[config.mk]
export PLATFORM = sky130hd
export DESIGN_NAME = gf180mcu_fd_sc_mcu9t5v0__dffnq_pipe
export DESIGN_NICKNAME = d
export VERILOG_FILES = /design/src/rtl/gf180mcu_fd_sc_mcu9t5v0__pipe_pkg.sv /design/src/rtl/gf180mcu_fd_sc_mcu9t5v0__dffnq_pipe_stage.sv /design/src/rtl/gf180mcu_fd_sc_mcu9t5v0__dffnq_pipe.sv
export SDC_FILE = /design/constraint.sdc
export NUM_CORES = 1
export LEC_CHECK = 0
export BUFFER_PORTS_ARGS = -buffer_cell sky130_fd_sc_hd__buf_2
export CAP_MARGIN = 20
export CORE_UTILIZATION = 44
export CTS_BUF_LIST = sky130_fd_sc_hd__clkbuf_8
export DETAILED_ROUTE_END_ITERATION = 10
export GPL_TIMING_DRIVEN = 1
export PLACE_DENSITY_LB_ADDON = 0.08
export SLEW_MARGIN = 20
export SYNTH_ARGS = -nofsm -noshare
export SYNTH_HDL_FRONTEND = slang
export SYNTH_SLANG_ARGS = --single-unit
[constraint.sdc]
create_clock -name CLKN -period 3.5 [get_ports CLKN]
set_input_delay 0.525 -clock CLKN [delete_from_list [all_inputs] [get_ports CLKN]]
set_output_delay 0.525 -clock CLKN [all_outputs]
set_load 0.02 [all_outputs]
[src/rtl/gf180mcu_fd_sc_mcu9t5v0__pipe_pkg.sv]
// Shared limits and helpers for the negative-edge scan pipeline.
//   WIDTH_MIN/WIDTH_MAX : legal data bits per stage
//   DEPTH_MIN/DEPTH_MAX : legal number of stages
//   fill_width(depth)   : bits needed to count 0..depth valid stages
package gf180mcu_fd_sc_mcu9t5v0__pipe_pkg;

    localparam int unsigned WIDTH_MIN = 1;
    localparam int unsigned WIDTH_MAX = 64;
    localparam int unsigned DEPTH_MIN = 1;
    localparam int unsigned DEPTH_MAX = 32;

    function automatic int unsigned fill_width(input int unsigned depth);
        return $clog2(depth + 1);
    endfunction

endpackage

[src/rtl/gf180mcu_fd_sc_mcu9t5v0__dffnq_pipe_stage.sv]
// One pipeline stage: WIDTH-bit data word plus valid flag, falling-edge clocked.
//   clkn : clock, state updates on falling edge
//   rst  : synchronous active-high clear (highest priority)
//   se   : scan shift; data shifts toward MSB, si enters bit 0, valid holds
//   en   : functional load of d/dv
//   d/dv : word and valid flag from the previous stage (or pipe input)
//   si   : scan serial input
//   q/qv : registered word and valid flag
module gf180mcu_fd_sc_mcu9t5v0__dffnq_pipe_stage #(
    parameter int unsigned WIDTH = 8
) (
    input  logic             clkn,
    input  logic             rst,
    input  logic             se,
    input  logic             en,
    input  logic [WIDTH-1:0] d,
    input  logic             dv,
    input  logic             si,
    output logic [WIDTH-1:0] q,
    output logic             qv
);

    logic [WIDTH-1:0] data_d, data_q;
    logic             valid_d, valid_q;

    always_comb begin
        data_d  = data_q;
        valid_d = valid_q;
        if (rst) begin
            data_d  = '0;
            valid_d = 1'b0;
        end else if (se) begin
            // Shift-then-patch keeps WIDTH=1 legal (no [WIDTH-2:0] slice).
            data_d    = data_q << 1;
            data_d[0] = si;
        end else if (en) begin
            data_d  = d;
            valid_d = dv;
        end
    end

    always_ff @(negedge clkn) begin
        data_q  <= data_d;
        valid_q <= valid_d;
    end

    assign q  = data_q;
    assign qv = valid_q;

endmodule

[src/rtl/gf180mcu_fd_sc_mcu9t5v0__dffnq_pipe.sv]
// DEPTH-stage, WIDTH-bit falling-edge pipeline with valid flags, scan chain
// and an occupancy counter.
//   CLKN : clock, all state updates on falling edge
//   RST  : synchronous active-high reset (priority RST > SE > E > hold)
//   E    : functional shift enable
//   D/DV : data word and valid flag into stage 0
//   SE   : scan enable; SI -> s0[0..W-1] -> s1[0..] ... -> SO
//   SI   : scan serial input
//   Q/QV : word and valid flag of the last stage
//   SO   : MSB of the last stage
//   FILL : number of stages whose valid flag is set
module gf180mcu_fd_sc_mcu9t5v0__dffnq_pipe
    import gf180mcu_fd_sc_mcu9t5v0__pipe_pkg::*;
#(
    parameter int unsigned WIDTH = 8,
    parameter int unsigned DEPTH = 4
) (
    input  logic                          CLKN,
    input  logic                          RST,
    input  logic                          E,
    input  logic [WIDTH-1:0]              D,
    input  logic                          DV,
    input  logic                          SE,
    input  logic                          SI,
    output logic [WIDTH-1:0]              Q,
    output logic                          QV,
    output logic                          SO,
    output logic [fill_width(DEPTH)-1:0]  FILL
);

    localparam int unsigned FW = fill_width(DEPTH);

    if (WIDTH < WIDTH_MIN || WIDTH > WIDTH_MAX) begin : g_bad_width
        $error("WIDTH out of range");
    end
    if (DEPTH < DEPTH_MIN || DEPTH > DEPTH_MAX) begin : g_bad_depth
        $error("DEPTH out of range");
    end

    logic [WIDTH-1:0] data  [DEPTH];
    logic             valid [DEPTH];

    for (genvar k = 0; k < DEPTH; k++) begin : g_stage
        if (k == 0) begin : g_first
            gf180mcu_fd_sc_mcu9t5v0__dffnq_pipe_stage #(.WIDTH(WIDTH)) u_stage (
                .clkn (CLKN),
                .rst  (RST),
                .se   (SE),
                .en   (E),
                .d    (D),
                .dv   (DV),
                .si   (SI),
                .q    (data[k]),
                .qv   (valid[k])
            );
        end else begin : g_next
            gf180mcu_fd_sc_mcu9t5v0__dffnq_pipe_stage #(.WIDTH(WIDTH)) u_stage (
                .clkn (CLKN),
                .rst  (RST),
                .se   (SE),
                .en   (E),
                .d    (data[k-1]),
                .dv   (valid[k-1]),
                .si   (data[k-1][WIDTH-1]),
                .q    (data[k]),
                .qv   (valid[k])
            );
        end
    end

    // Occupancy tracked incrementally: a valid word entering adds one, a valid
    // word leaving the last stage subtracts one; both together cancel.
    logic [FW-1:0] fill_d, fill_q;

    always_comb begin
        fill_d = fill_q;
        if (RST) begin
            fill_d = '0;
        end else if (!SE && E) begin
            case ({DV, valid[DEPTH-1]})
                2'b10:   fill_d = fill_q + FW'(1);
                2'b01:   fill_d = fill_q - FW'(1);
                default: fill_d = fill_q;
            endcase
        end
    end

    always_ff @(negedge CLKN) begin
        fill_q <= fill_d;
    end

    assign Q    = data[DEPTH-1];
    assign QV   = valid[DEPTH-1];
    assign SO   = data[DEPTH-1][WIDTH-1];
    assign FILL = fill_q;

endmodule

* Yosys cells after proc, flatten, opt, wreduce, memory -nomap -nowiden
Cells that the tools add are included.
Storage, ports and cells: register bits 39, output and inout port bits 13
Operators by class: add/subtract/negate cells 2, eq/ne operators 2, mux-type cells 9, bitwise operators 1, reductions and logical operators 6
Operators with widths (count):
- two-way mux 8 bit | 8
- one-hot mux 3 bit (2 select lines) | 1
- AND reduction 2 bit | 2
- nonzero test 2 bit | 2
- adder 3 x 1 -> 3 bit, second input constant | 1
- subtractor 3 x 1 -> 3 bit, second input constant | 1
- equality test 2 x 1 -> 1 bit, second input constant | 1
- equality test 2 bit, second input constant | 1
- logical AND 1 bit | 1
- zero test 1 bit | 1
- inverter 1 bit | 1

* Depth between registers and ports, before layout
depth after elaboration 3, mapped depth 6, depth with buffers taken out 6

* Cells and area by module
A second synthesis with hierarchy kept.
Second synthesis, totals: cells, all modules 178, area total of the unflattened synthesis 2011.9 um2
By module, submodules not included:
- gf180mcu_fd_sc_mcu9t5v0__dffnq_pipe_stage | instances 4, cells an instance 40, area each 456.7 um2, sequential area each 180.2 um2
- gf180mcu_fd_sc_mcu9t5v0__dffnq_pipe | instances 1, cells an instance 18, area each 185.2 um2, sequential area each 60.1 um2

==> impl_metrics.py <==
metrics = {
    "setup_path": {
        "critPathLaunchType": "input pin",
        "endpoint": "FILL[2]",
        "crit_type": "in2reg",
        "reg2regPathDepth": 5,
        "worstReg2RegEnd": "FILL[2]",
        "crit_chain": "buf_2, inv_1, ha_2, fa_2, xnor2_1, or4_1, a21oi_1",
        "startpoint": "DV",
        "crit_fanout": 2,
        "cp.required_ps": 2020,
        "slowest_stage": "or4_1",
        "timing.rr.start": "g_stage[3].g_next.u_stage.qv",
        "critical-path-max-stage-delay_ps": 410,
        "worstSetupEndpointType": "flip-flop",
        "cp.arrival_ps": 1860,
        "regToRegSetupSlack_ps": 1910,
    },
    "floorplanning": {
        "dieArea_sq_um": 4560,
        "die_x_microns": 67.5,
        "die_h_microns": 67.5,
        "core_area_sq_um": 4060,
        "start_util_pct": 46.5,
        "pin_count": 27,
        "std_cell_rows": 23,
    },
    "clock_network": {
        "clock_latency_ps": 350,
        "cts_tree": "yes",
        "cts_buffer_depth": 2,
        "clk_pin_slew_worst_paths_ps": 30,
        "htreeDepth": 2,
        "clock_sinks": 39,
        "hold_buffers": 0,
        "cts_setup_buffers": 0,
        "cts_resized": 0,
        "cts_buffers": 5,
        "cts_root_buf": "clkbuf_8",
    },
    "placement": {
        "place_congestion": 0.669,
        "post-dp-hpwl_microns": 2250,
        "portBuffers": 26,
        "place_ws_ps": -188,
    },
    "synth": {
        "postSynthAreaPerCell_sq_um": 10.5,
        "synth-seq-area-share_pct": 41.4,
        "yosys.area.top_type_share_pct": 41.4,
        "syn_area_sq_um": 1890,
        "netlist_top_cells_area": "dfxtp_1 41%, mux2i_1 19%, mux2_1 19%",
        "syn_nets": 195,
        "ys.flop_type": "dfxtp_1",
        "synth_cell_types": 19,
        "synth_edf_count": 0,
        "synth_common_cells": "39 x dfxtp_1, 37 x nor2_1, 36 x mux2i_1",
        "synth_most_common_cell": "dfxtp_1",
        "async_flop_share_pct": 0,
        "synth-seq-cells": 39,
        "synth_area_leader_cell": "dfxtp_1",
        "netlist_instances": 179,
        "synth_warnings": 0,
    },
    "route": {
        "viasPerCell": 4.94,
        "wl_per_cell_microns": 12.5,
        "ant_nets": 0,
        "drtIter0Drc": 35,
        "drc": 0,
        "drt-total-wl_microns": 3520,
        "num_vias": 1392,
        "firstDrtPassIters": 2,
    },
    "min_path": {
        "hold_class": "reg2reg",
    },
    "finish": {
        "fin_util_pct": 55.0,
        "layout.nets": 249,
        "areaGrowthSynthToFinish_pct": 18.3,
        "drive_above_1_share_pct": 16.4,
        "antenna_cells": 0,
    },
    "timing": {
        "rsz0062_at_grt": "false",
        "hold_viol": 0,
        "worst_pin_slew_ps": 310,
        "relSlewSlack_pct": 79.4,
        "final-setup-viol-count": 0,
        "setup_slack_ps": 166,
        "setup_tns_ps": 0,
        "finalClockSkew_ps": 9.68,
        "finalMaxSlewViolations": 0,
    },
    "flow_run": {
        "max_cap_violations": 0,
    },
    "power": {
        "powerDensity_nw_per_um2": 443,
        "cellLeakagePower_uw": 0.00123,
        "irDropWorstVdd_mv": 0.282,
    },
    "global_routing": {
        "grt_max_degree": 33,
        "grt.total_usage_pct": 18.0,
        "grt_pass1_vias": 1532,
        "grt_pass1_wl_microns": 6100,
        "grt.overflow.total": 0,
        "antenna_found_initial": 0,
    },
    "status": {
        "status": "completed",
    },
}
==> layout make-up <==
type	instances	area, sq um
Inverter	1	3.75
Tap cell	50	62.6
Timing Repair Buffer	30	198
Sequential cell	39	781
Fill cell	406	1820
Multi-Input combinational cell	117	970
Clock buffer	5	68.8
Clock inverter	40	150
==> metal layers <==
| layer | global-route usage [%] | wire (microns) | part of all wire, % | vias up |
|---|---|---|---|---|
| met5 | 0 | 0 | 0 | - |
| met1 | 18.4 | 1650 | 47 | 653 |
| met3 | 8.45 | 112 | 3.2 | 8 |
| met2 | 28.6 | 1700 | 48 | 21 |
| met4 | 13.3 | 54 | 1.5 | 0 |
| li1 | - | - | - | 710 |
==> cell usage in the layout (no fill, tap or decap), types with 2 or more instances in the layout <==
cell,count
xnor2_1,2
a21oi_1,2
buf_12,3
clkbuf_8,5
mux2_1,32
buf_2,26
inv_1,41
nor2_1,37
mux2i_1,36
dfxtp_1,39
==> cells by family (layout without fill, tap and decap cells) <==
group	Yosys count	count (layout)	synth area share, %
muxes	68	68	38.2
and+or+nand+nor	41	41	9.08
DFF	39	39	41.4
buffers and inverters	23	76	7.55
AOI/OAI and AO/OA	4	4	1.19
adders and majority gates	2	2	1.72
xor gates and xnor gates	2	2	0.928
==> stage by stage <==
stage          instances  hold WS (ps)  instance area (sq um)  total power (uW)
6_report             282           480                   2230               989
5_1_grt              282           529                   2230              1080
4_1_cts              282           485                   2230              1020
3_5_place_dp         238           480                   2020               626
3_3_place_gp         238           468                   2020               623
2_1_floorplan        179           460                   1890               603
==> power by group <==
part	switching (uW)	leakage (uW)	internal [uW]
Clock	250	0.000249	189
Combinational	41.8	0.000665	41.8
Sequential	8.05	0.000316	458
==> critical path, delay by kind of cell <==
kind                       cells  cell delay (ps)
AOI/OAI and AO/OA              1              130
xor gates and xnor gates       1              140
adders and majority gates      2              530
buffers and inverters          2              130
and+or+nand+nor                1              410
==> worst min path at each step <==
stage / startpoint / end / slack, ps / cells after the start
finish: FILL[2] / FILL[2] / 480 / 2
global route: g_stage[0].g_first.u_stage.qv / g_stage[1].g_next.u_stage.qv / 530 / 2
CTS: FILL[2] / FILL[2] / 490 / 2
detailed placement: FILL[2] / FILL[2] / 480 / 2
global placement: FILL[2] / FILL[2] / 470 / 2
floorplan: g_stage[0].g_first.u_stage.qv / g_stage[1].g_next.u_stage.qv / 460 / 2
==> state kept, by name, indices dropped and copies added, names as in the netlist <==
| register | cells |
|---|---|
| g_stage.g_next.u_stage.q | 24 |
| g_stage.g_first.u_stage.q | 8 |
| g_stage.g_next.u_stage.qv | 3 |
| FILL | 3 |
| g_stage.g_first.u_stage.qv | 1 |
Note: power is estimated with default switching activity, not from simulation.
